[src/rtl/raised_receiver.sv]
// Raised-cosine frame receiver: slices the transmitter's sample stream into 21-bit words.
// Optional macro RX_SUM_EN: inner bit decisions use the sum of two adjacent samples.
module raised_receiver #(
  parameter int SPS     = 10,
  parameter int NSEG    = 20,
  parameter int THRESH  = 13000,
  parameter int TIMEOUT = 1024
) (
  input  logic              clk,
  input  logic              reset,
  input  logic [15:0]       indata,
  input  logic              inready,
  output logic              waitwrite,
  output logic [NSEG:0]     outdata,
  output logic              outvalid,
  input  logic              outtaken,
  output logic              overrun,
  output logic              timeout_err,
  output logic              busy
);

  localparam int PW = (SPS > 1) ? $clog2(SPS) : 1;
  localparam int SW = (NSEG > 1) ? $clog2(NSEG) : 1;
  localparam int TW = $clog2(TIMEOUT + 1);
  localparam logic signed [16:0] THRESH1 = 17'(THRESH);

  typedef enum logic [1:0] {IDLE, RECV, DONE} state_t;

  state_t        state, nextstate;
  logic [PW-1:0] phase;
  logic [SW-1:0] seg;
  logic [TW-1:0] timer;
  logic [NSEG:0] shreg;

  logic lastphase, lastseg, expire, single, decision;

  assign lastphase = (phase == PW'(SPS - 1));
  assign lastseg   = (seg == SW'(NSEG - 1));
  assign expire    = (state == RECV) && !inready && (timer == TW'(TIMEOUT - 1));
  assign single    = $signed({indata[15], indata}) > THRESH1;
  assign busy      = (state == RECV) || (state == DONE);

`ifdef RX_SUM_EN
  localparam logic signed [16:0] THRESH2 = 17'(2 * THRESH);
  logic [15:0]        lastsample;
  logic signed [16:0] pairsum;

  assign pairsum = $signed({indata[15], indata}) + $signed({lastsample[15], lastsample});

  // Inner segment boundaries (phase 0 while receiving) use the two-sample sum.
  assign decision = (state == RECV && phase == '0) ? (pairsum > THRESH2) : single;

  always_ff @(posedge clk) begin
    if (!reset)
      lastsample <= '0;
    else if (inready && state != DONE)
      lastsample <= indata;
  end
`else
  assign decision = single;
`endif

  always_ff @(posedge clk) begin
    if (!reset)
      state <= IDLE;
    else
      state <= nextstate;
  end

  always_comb begin
    nextstate = state;
    case (state)
      IDLE: if (inready) nextstate = RECV;
      RECV: begin
        if (inready && lastphase && lastseg)
          nextstate = DONE;
        else if (expire)
          nextstate = IDLE;
      end
      DONE:    nextstate = IDLE;
      default: nextstate = IDLE;
    endcase
  end

  always_ff @(posedge clk) begin
    if (!reset) begin
      phase       <= '0;
      seg         <= '0;
      timer       <= '0;
      shreg       <= '0;
      outdata     <= '0;
      outvalid    <= 1'b0;
      overrun     <= 1'b0;
      timeout_err <= 1'b0;
      waitwrite   <= 1'b0;
    end else begin
      waitwrite <= (nextstate != DONE);
      // The DONE load takes priority over a same-cycle acknowledge.
      if (state == DONE)
        outvalid <= 1'b1;
      else if (outtaken)
        outvalid <= 1'b0;

      case (state)
        IDLE: begin
          timer <= '0;
          if (inready) begin
            timeout_err <= 1'b0;
            shreg       <= {{NSEG{1'b0}}, single};
            seg         <= '0;
            phase       <= PW'(1);
          end
        end
        RECV: begin
          if (inready) begin
            timer <= '0;
            if (phase == '0 || (lastphase && lastseg))
              shreg <= {shreg[NSEG-1:0], decision};
            if (lastphase) begin
              phase <= '0;
              seg   <= lastseg ? '0 : seg + SW'(1);
            end else begin
              phase <= phase + PW'(1);
            end
          end else if (expire) begin
            timeout_err <= 1'b1;
            shreg       <= '0;
            seg         <= '0;
            phase       <= '0;
            timer       <= '0;
          end else begin
            timer <= timer + TW'(1);
          end
        end
        DONE: begin
          outdata <= shreg;
          if (outvalid && !outtaken)
            overrun <= 1'b1;
          timer <= '0;
        end
        default: ;
      endcase
    end
  end

endmodule

[config.mk]
export PLATFORM = sky130hd
export DESIGN_NAME = raised_receiver
export DESIGN_NICKNAME = d
export VERILOG_FILES = /design/src/rtl/raised_receiver.sv
export SDC_FILE = /design/constraint.sdc
export NUM_CORES = 1
export LEC_CHECK = 0
export ABC_AREA = 1
export BUFFER_PORTS_ARGS = -buffer_cell sky130_fd_sc_hd__buf_2
export CAP_MARGIN = 20
export CORE_UTILIZATION = 50
export DETAILED_ROUTE_END_ITERATION = 10
export PLACE_DENSITY = 0.8
export SYNTH_ARGS = -nofsm -noshare
export SYNTH_HDL_FRONTEND = slang
export SYNTH_SLANG_ARGS = --single-unit
[constraint.sdc]
create_clock -name clk -period 2.7 [get_ports clk]
set_input_delay 0.54 -clock clk [delete_from_list [all_inputs] [get_ports clk]]
set_output_delay 0.54 -clock clk [all_outputs]
set_load 0.01 [all_outputs]
# Yosys cells after proc, flatten, opt, wreduce, memory -nomap -nowiden
# Cells that the tools add are included.
[totals]
regBits = 68
in_bits = 20
out_inout_bits = 26
word_cells = 76
[classes]
n_addsub = 3
n_lt_le_gt_ge = 1
n_eq_ne = 12
mux = 29
reduce_logical = 21
[op_table]
columns = ["operator", "count"]
rows = [
  ["21-bit two-way mux", 4],
  ["21-bit one-hot mux with 2 select lines", 1],
  ["5-bit two-way mux", 5],
  ["11-bit two-way mux", 2],
  ["11-bit one-hot mux with 2 select lines", 1],
  ["16-bit by 15-bit greater-than comparator with 1-bit output (second input constant)", 1],
  ["4-bit two-way mux", 4],
  ["4-bit AND reduction", 3],
  ["11-bit by 1-bit adder with 11-bit output (second input constant)", 1],
  ["11-bit by 10-bit == test with 1-bit output (second input constant)", 1],
  ["5-bit one-hot mux with 2 select lines", 1],
  ["2-bit inequality test (second input constant)", 4],
  ["4-bit one-hot mux with 2 select lines", 1],
  ["1-bit logical AND", 6],
  ["2-bit two-way mux", 3],
  ["3-bit inequality test (second input constant)", 2],
  ["2-bit nonzero test", 3],
  ["5-bit by 1-bit adder with 5-bit output (second input constant)", 1],
  ["5-bit == test (second input constant)", 1],
  ["1-bit two-way mux", 5],
  ["4-bit by 1-bit adder with 4-bit output (second input constant)", 1],
  ["4-bit == test (second input constant)", 1],
  ["4-bit logical NOT", 1],
  ["2-bit one-hot mux with 2 select lines", 1],
  ["10 further kinds", 12],
]

# Depth between registers and ports, before layout
[logic_depth]
ltp_word = 7
mapped_depth = 11
depth_no_buf = 11

# Worst setup path after synthesis
# No wires, ideal clock.
[synth_timing]
path_type = "reg2reg"
start = "register timer[0]"
end = "register shreg[3]"
setup_time_ns = 0.141
arrival_ns = 1.503
required_time_ns = 2.559
setup_slack_ns = 1.057
stages_incl_launch_ff = 10
n_path_buf = 1
period_less_slack_ns = 1.643
path_cell_list = "dfxtp_1 -> ha_1 -> nand2_2 -> nor2_4 -> nand3_1 -> nand3_2 -> nand3_4 -> buf_2 -> a21oi_1 -> nor3_2"
[synth_via]
elab_chain_len = 4
[synth_rtl]
columns = ["item", "line", "text"]
rows = [
  ["start: declaration", "32", "logic [TW-1:0] timer;"],
  ["start signal: assignment", "132", "timer <= timer + TW'(1);"],
  ["11-bit by 10-bit == test with 1-bit output", "39", "assign expire = (state == RECV) && !inready && (timer == TW'(TIMEOUT - 1));"],
  ["1-bit logical AND", "39", ""],
  ["3-bit inequality test (no line)", "n/a", ""],
  ["4-bit AND reduction (no line)", "n/a", ""],
  ["end signal: assignment", "109", "shreg <= {{NSEG{1'b0}}, single};"],
  ["end signal: assignment", "118", "shreg <= {shreg[NSEG-1:0], decision};"],
  ["end: declaration", "33", "logic [NSEG:0] shreg;"],
]
# Every way passes these cells.
# A chain may end at the register's enable or synchronous reset.

# Worst setup path in the final report
[layout_timing]
start = "register state[1]"
end = "register shreg[5]"
[layout_via]
elab_chain_len = 5
elab_cells_between_ends = 10
cone_classes = "eq/ne: 4; mux: 1; reduce/logical: 5"
[layout_rtl]
columns = ["item", "line", "text"]
rows = [
  ["start: declaration", "29", "state_t state, nextstate;"],
  ["start signal: assignment", "67", "state <= nextstate;"],
  ["2-bit by 1-bit == test with 1-bit output", "39, 104", ""],
  ["1-bit logical AND (2 in series)", "39", ""],
  ["3-bit inequality test (no line)", "n/a", ""],
  ["4-bit AND reduction (no line)", "n/a", ""],
]
# Parallel ways exist; a longest one is shown, timed or not.

==> summary.json <==
{
  "status": {"value": "finished clean"},
  "synth_seq_area_share": {"value": 0.4220},
  "grt_pass1_vias": {"value": 2709},
  "postcts_resize_cnt": {"value": 0},
  "max-slew-margin-rel": {"value": 0.6708},
  "holdCritPathClass": {"value": "in -> reg"},
  "critical_path_cell_count": {"value": 8},
  "syn_avg_cell_area": {"value": 7.484, "unit": "µm²"},
  "worstSkewPairLatency": {"value": 0.35, "unit": "ns"},
  "clkSinkCount": {"value": 68},
  "h-tree-depth": {"value": 3},
  "fmaxAchievable": {"value": 471.0, "unit": "MHz"},
  "cts_tree": {"value": "built"},
  "timing.final.ws_setup": {"value": 0.5766, "unit": "ns"},
  "timing.hold.worst_path_depth": {"value": 4},
  "drt-initial-drc-count": {"value": 117},
  "insertedDiodeCount": {"value": 0},
  "cellLeakagePower": {"value": 1.647, "unit": "nW"},
  "gp_routability_congestion": {"value": 0.8174},
  "drt-wirelength-per-cell": {"value": 11.99, "unit": "µm"},
  "gr-usage-all-layers": {"value": 0.2277},
  "dpl_worst_slack": {"value": 0.5844, "unit": "ns"},
  "synth.cell_area": {"value": 3226, "unit": "µm²"},
  "antenna_left": {"value": 0},
  "required": {"value": 2.91, "unit": "ns"},
  "fp.dieH": {"value": 82.32, "unit": "µm"},
  "synth_async_sr_flop_share": {"value": 0},
  "boundaryPins": {"value": 46},
  "cap_violations": {"value": 0},
  "final.min_clock_period": {"value": 2.123, "unit": "ns"},
  "critical-path-top-delay-family": {"value": "simple AND/OR/NAND/NOR gates"},
  "fillers": {"value": 544},
  "cts_post_setup_buffers_inserted": {"value": 0},
  "slowest_delay": {"value": 0.40, "unit": "ns"},
  "die_area": {"value": 6777, "unit": "µm²"},
  "clock-root-buffer": {"value": "sky130_fd_sc_hd__clkbuf_8"},
  "die_w": {"value": 82.32, "unit": "µm"},
  "first_pass_grt_wire_length": {"value": 11740, "unit": "µm"},
  "critPathCaptureType": {"value": "flip-flop"},
  "place.port_buffers": {"value": 45},
  "synth_edf_count": {"value": 0},
  "layout.nets": {"value": 499},
  "synthDominantCellAreaShare": {"value": 0.4220},
  "crit_arrival": {"value": 2.34, "unit": "ns"},
  "timing.rr.start": {"value": "state[1]"},
  "cts-buffers-inserted": {"value": 9},
  "cts.hold.buffers_added": {"value": 0},
  "initial_antenna_violation_count": {"value": 0},
  "drt_wl_total": {"value": 6582, "unit": "µm"},
  "unrepaired_setup_endpoints_after_global_routing": {"value": "no"},
  "synthFlopType": {"value": "sky130_fd_sc_hd__dfxtp_1"},
  "critical_path.startpoint_type": {"value": "flip-flop"},
  "finalSetupTns": {"value": 0, "unit": "ns"},
  "yosys_warnings": {"value": 0},
  "reg2reg_depth": {"value": 8},
  "floorplan.initialDensity": {"value": 0.5322},
  "routed-via-count": {"value": 2835},
  "area_growth": {"value": 13.93, "unit": "%"},
  "post_route_cells_drive_above_1_share": {"value": 0.1983},
  "worstSetupStartpoint": {"value": "state[1]"},
  "synth_top_cells_by_area": {"value": "sky130_fd_sc_hd__dfxtp_1 (42%), sky130_fd_sc_hd__nand2_1 (8.8%), sky130_fd_sc_hd__a21oi_1 (8.1%)"},
  "mappedNetlistNets": {"value": 460},
  "synthDistinctLibCells": {"value": 36},
  "drc": {"value": 0},
  "postSynthCellCount": {"value": 431},
  "placeableCoreArea": {"value": 6061, "unit": "µm²"},
  "detail_route.first_pass.iterations": {"value": 4},
  "slew_violations": {"value": 0},
  "finish.utilization": {"value": 0.6063},
  "grt_max_degree": {"value": 43},
  "detail_route.vias_per_cell": {"value": 5.164},
  "synth.most_common_cell": {"value": "sky130_fd_sc_hd__nand2_1"},
  "cts_max_path_buffers": {"value": 2},
  "num_rows": {"value": 28},
  "postSynthRegisterBits": {"value": 68},
  "power.density": {"value": 614.6, "unit": "nW/µm²"},
  "worstMarginPinSlew": {"value": 0.4938, "unit": "ns"},
  "grt_overflow": {"value": 0},
  "finalSetupViolations": {"value": 0},
  "clock_transition_at_the_registers_of_the_reported_paths": {"value": 0.07, "unit": "ns"},
  "post_synth_most_frequent_cells": {"value": "sky130_fd_sc_hd__nand2_1 (76), sky130_fd_sc_hd__dfxtp_1 (68), sky130_fd_sc_hd__inv_1 (65)"},
  "critical_path.slowest_cell": {"value": "sky130_fd_sc_hd__dfxtp_1"},
  "worstSetupPathType": {"value": "reg -> reg"},
  "hold_viol_final": {"value": 0},
  "critical_path.n_buffers_inverters": {"value": 2},
  "yosysTopAreaCell": {"value": "sky130_fd_sc_hd__dfxtp_1"},
  "crit_fanout": {"value": 42},
  "finalCritPeriodShare": {"value": 0.7864},
  "timing.hold.worst.start": {"value": "outtaken"},
  "skew": {"value": 0.009257, "unit": "ns"},
  "critical_path.cell_chain": {"value": "inv_1 -> ha_1 -> nand2_1 -> inv_2 -> nand3_1 -> nand3_4 -> a21oi_1 -> nor3_2"},
  "hpwl_dp": {"value": 4520, "unit": "µm"},
  "ir_drop": {"value": 0.0004367, "unit": "V"}
}
flip-flops by register name, indices dropped and copies added (netlist names):
signal and count:
outdata 21, shreg 21, timer 11, seg 5, phase 4, state 2, outvalid 1, overrun 1
timeout_err 1, waitwrite 1
metal layers:
layer | vias to the layer above | routed length [µm] | global-route usage
li1 | 1463 | - | -
met1 | 1291 | 3018 | 0.2717
met2 | 70 | 3160 | 0.3868
met3 | 11 | 294 | 0.06703
met4 | 0 | 108 | 0.08070
met5 | - | 0 | 0
where the power goes:
part           internal [mW]  switching, mW  total (mW)  leakage, nW
clock network          0.512          0.373       0.885        0.102
registers               1.05         0.0272        1.08        0.553
logic                 0.0989          0.198       0.297        0.992
path summary, 6_finish.rpt:
check | end | slack [ns]
setup / recovery | shreg[5] | 0.58
hold / removal | outvalid | 0.47
hold reg to reg | overrun | 0.47
setup reg to reg | shreg[5] | 0.58
tightest hold or removal path: cells and delay by family:
kind / cells / cell delay (ns)
buf+inv: 2 / 0.11
simple gates: 1 / 0.06
compound gates: 1 / 0.05
logic make-up after synthesis:
group,count (synthesis),share of synthesized area
AOI/OAI and AO/OA,96,0.1598
DFF,68,0.4220
adders and majority gates,9,0.03491
xor gates and xnor gates,8,0.02172
and+or+nand+nor,163,0.2545
buffers and inverters,87,0.1071
cell usage in the layout, fill, tap and decap left out, types with 6 or more instances in the layout:
cell	synthesis	layout
sky130_fd_sc_hd__nand2_1	76	76
sky130_fd_sc_hd__o21ai_0	30	30
sky130_fd_sc_hd__a21oi_1	52	52
sky130_fd_sc_hd__inv_1	65	65
sky130_fd_sc_hd__dfxtp_1	68	68
sky130_fd_sc_hd__clkbuf_8	0	9
sky130_fd_sc_hd__buf_2	3	45
sky130_fd_sc_hd__nand3_1	17	17
sky130_fd_sc_hd__nor3_2	18	18
sky130_fd_sc_hd__nor2_1	30	30
sky130_fd_sc_hd__nor3_1	6	6
sky130_fd_sc_hd__ha_1	9	9
stage by stage:
stage / total power, mW / hold WS (ns) / area, µm² / instances
after floorplan: 1.339 / 0.4342 / 3226 / 431
after global placement: 1.380 / 0.4436 / 3470 / 534
after detailed placement: 1.395 / 0.4574 / 3470 / 534
after CTS: 2.282 / 0.4533 / 3675 / 549
after global routing: 2.369 / 0.4781 / 3675 / 549
final: 2.259 / 0.4651 / 3675 / 549
cell type report:
type / count / area, µm² / share of cell area
clock inverter: 5 / 77.57 / 0.02111
inverter: 68 / 255.2 / 0.06946
clock buffer: 10 / 127.6 / 0.03473
tap: 75 / 93.84 / 0.02554
timing repair buffer: 47 / 240.2 / 0.06537
sequential: 68 / 1361 / 0.3704
multi-input combinational: 276 / 1519 / 0.4133
Note: power is estimated with default switching activity, not from simulation.
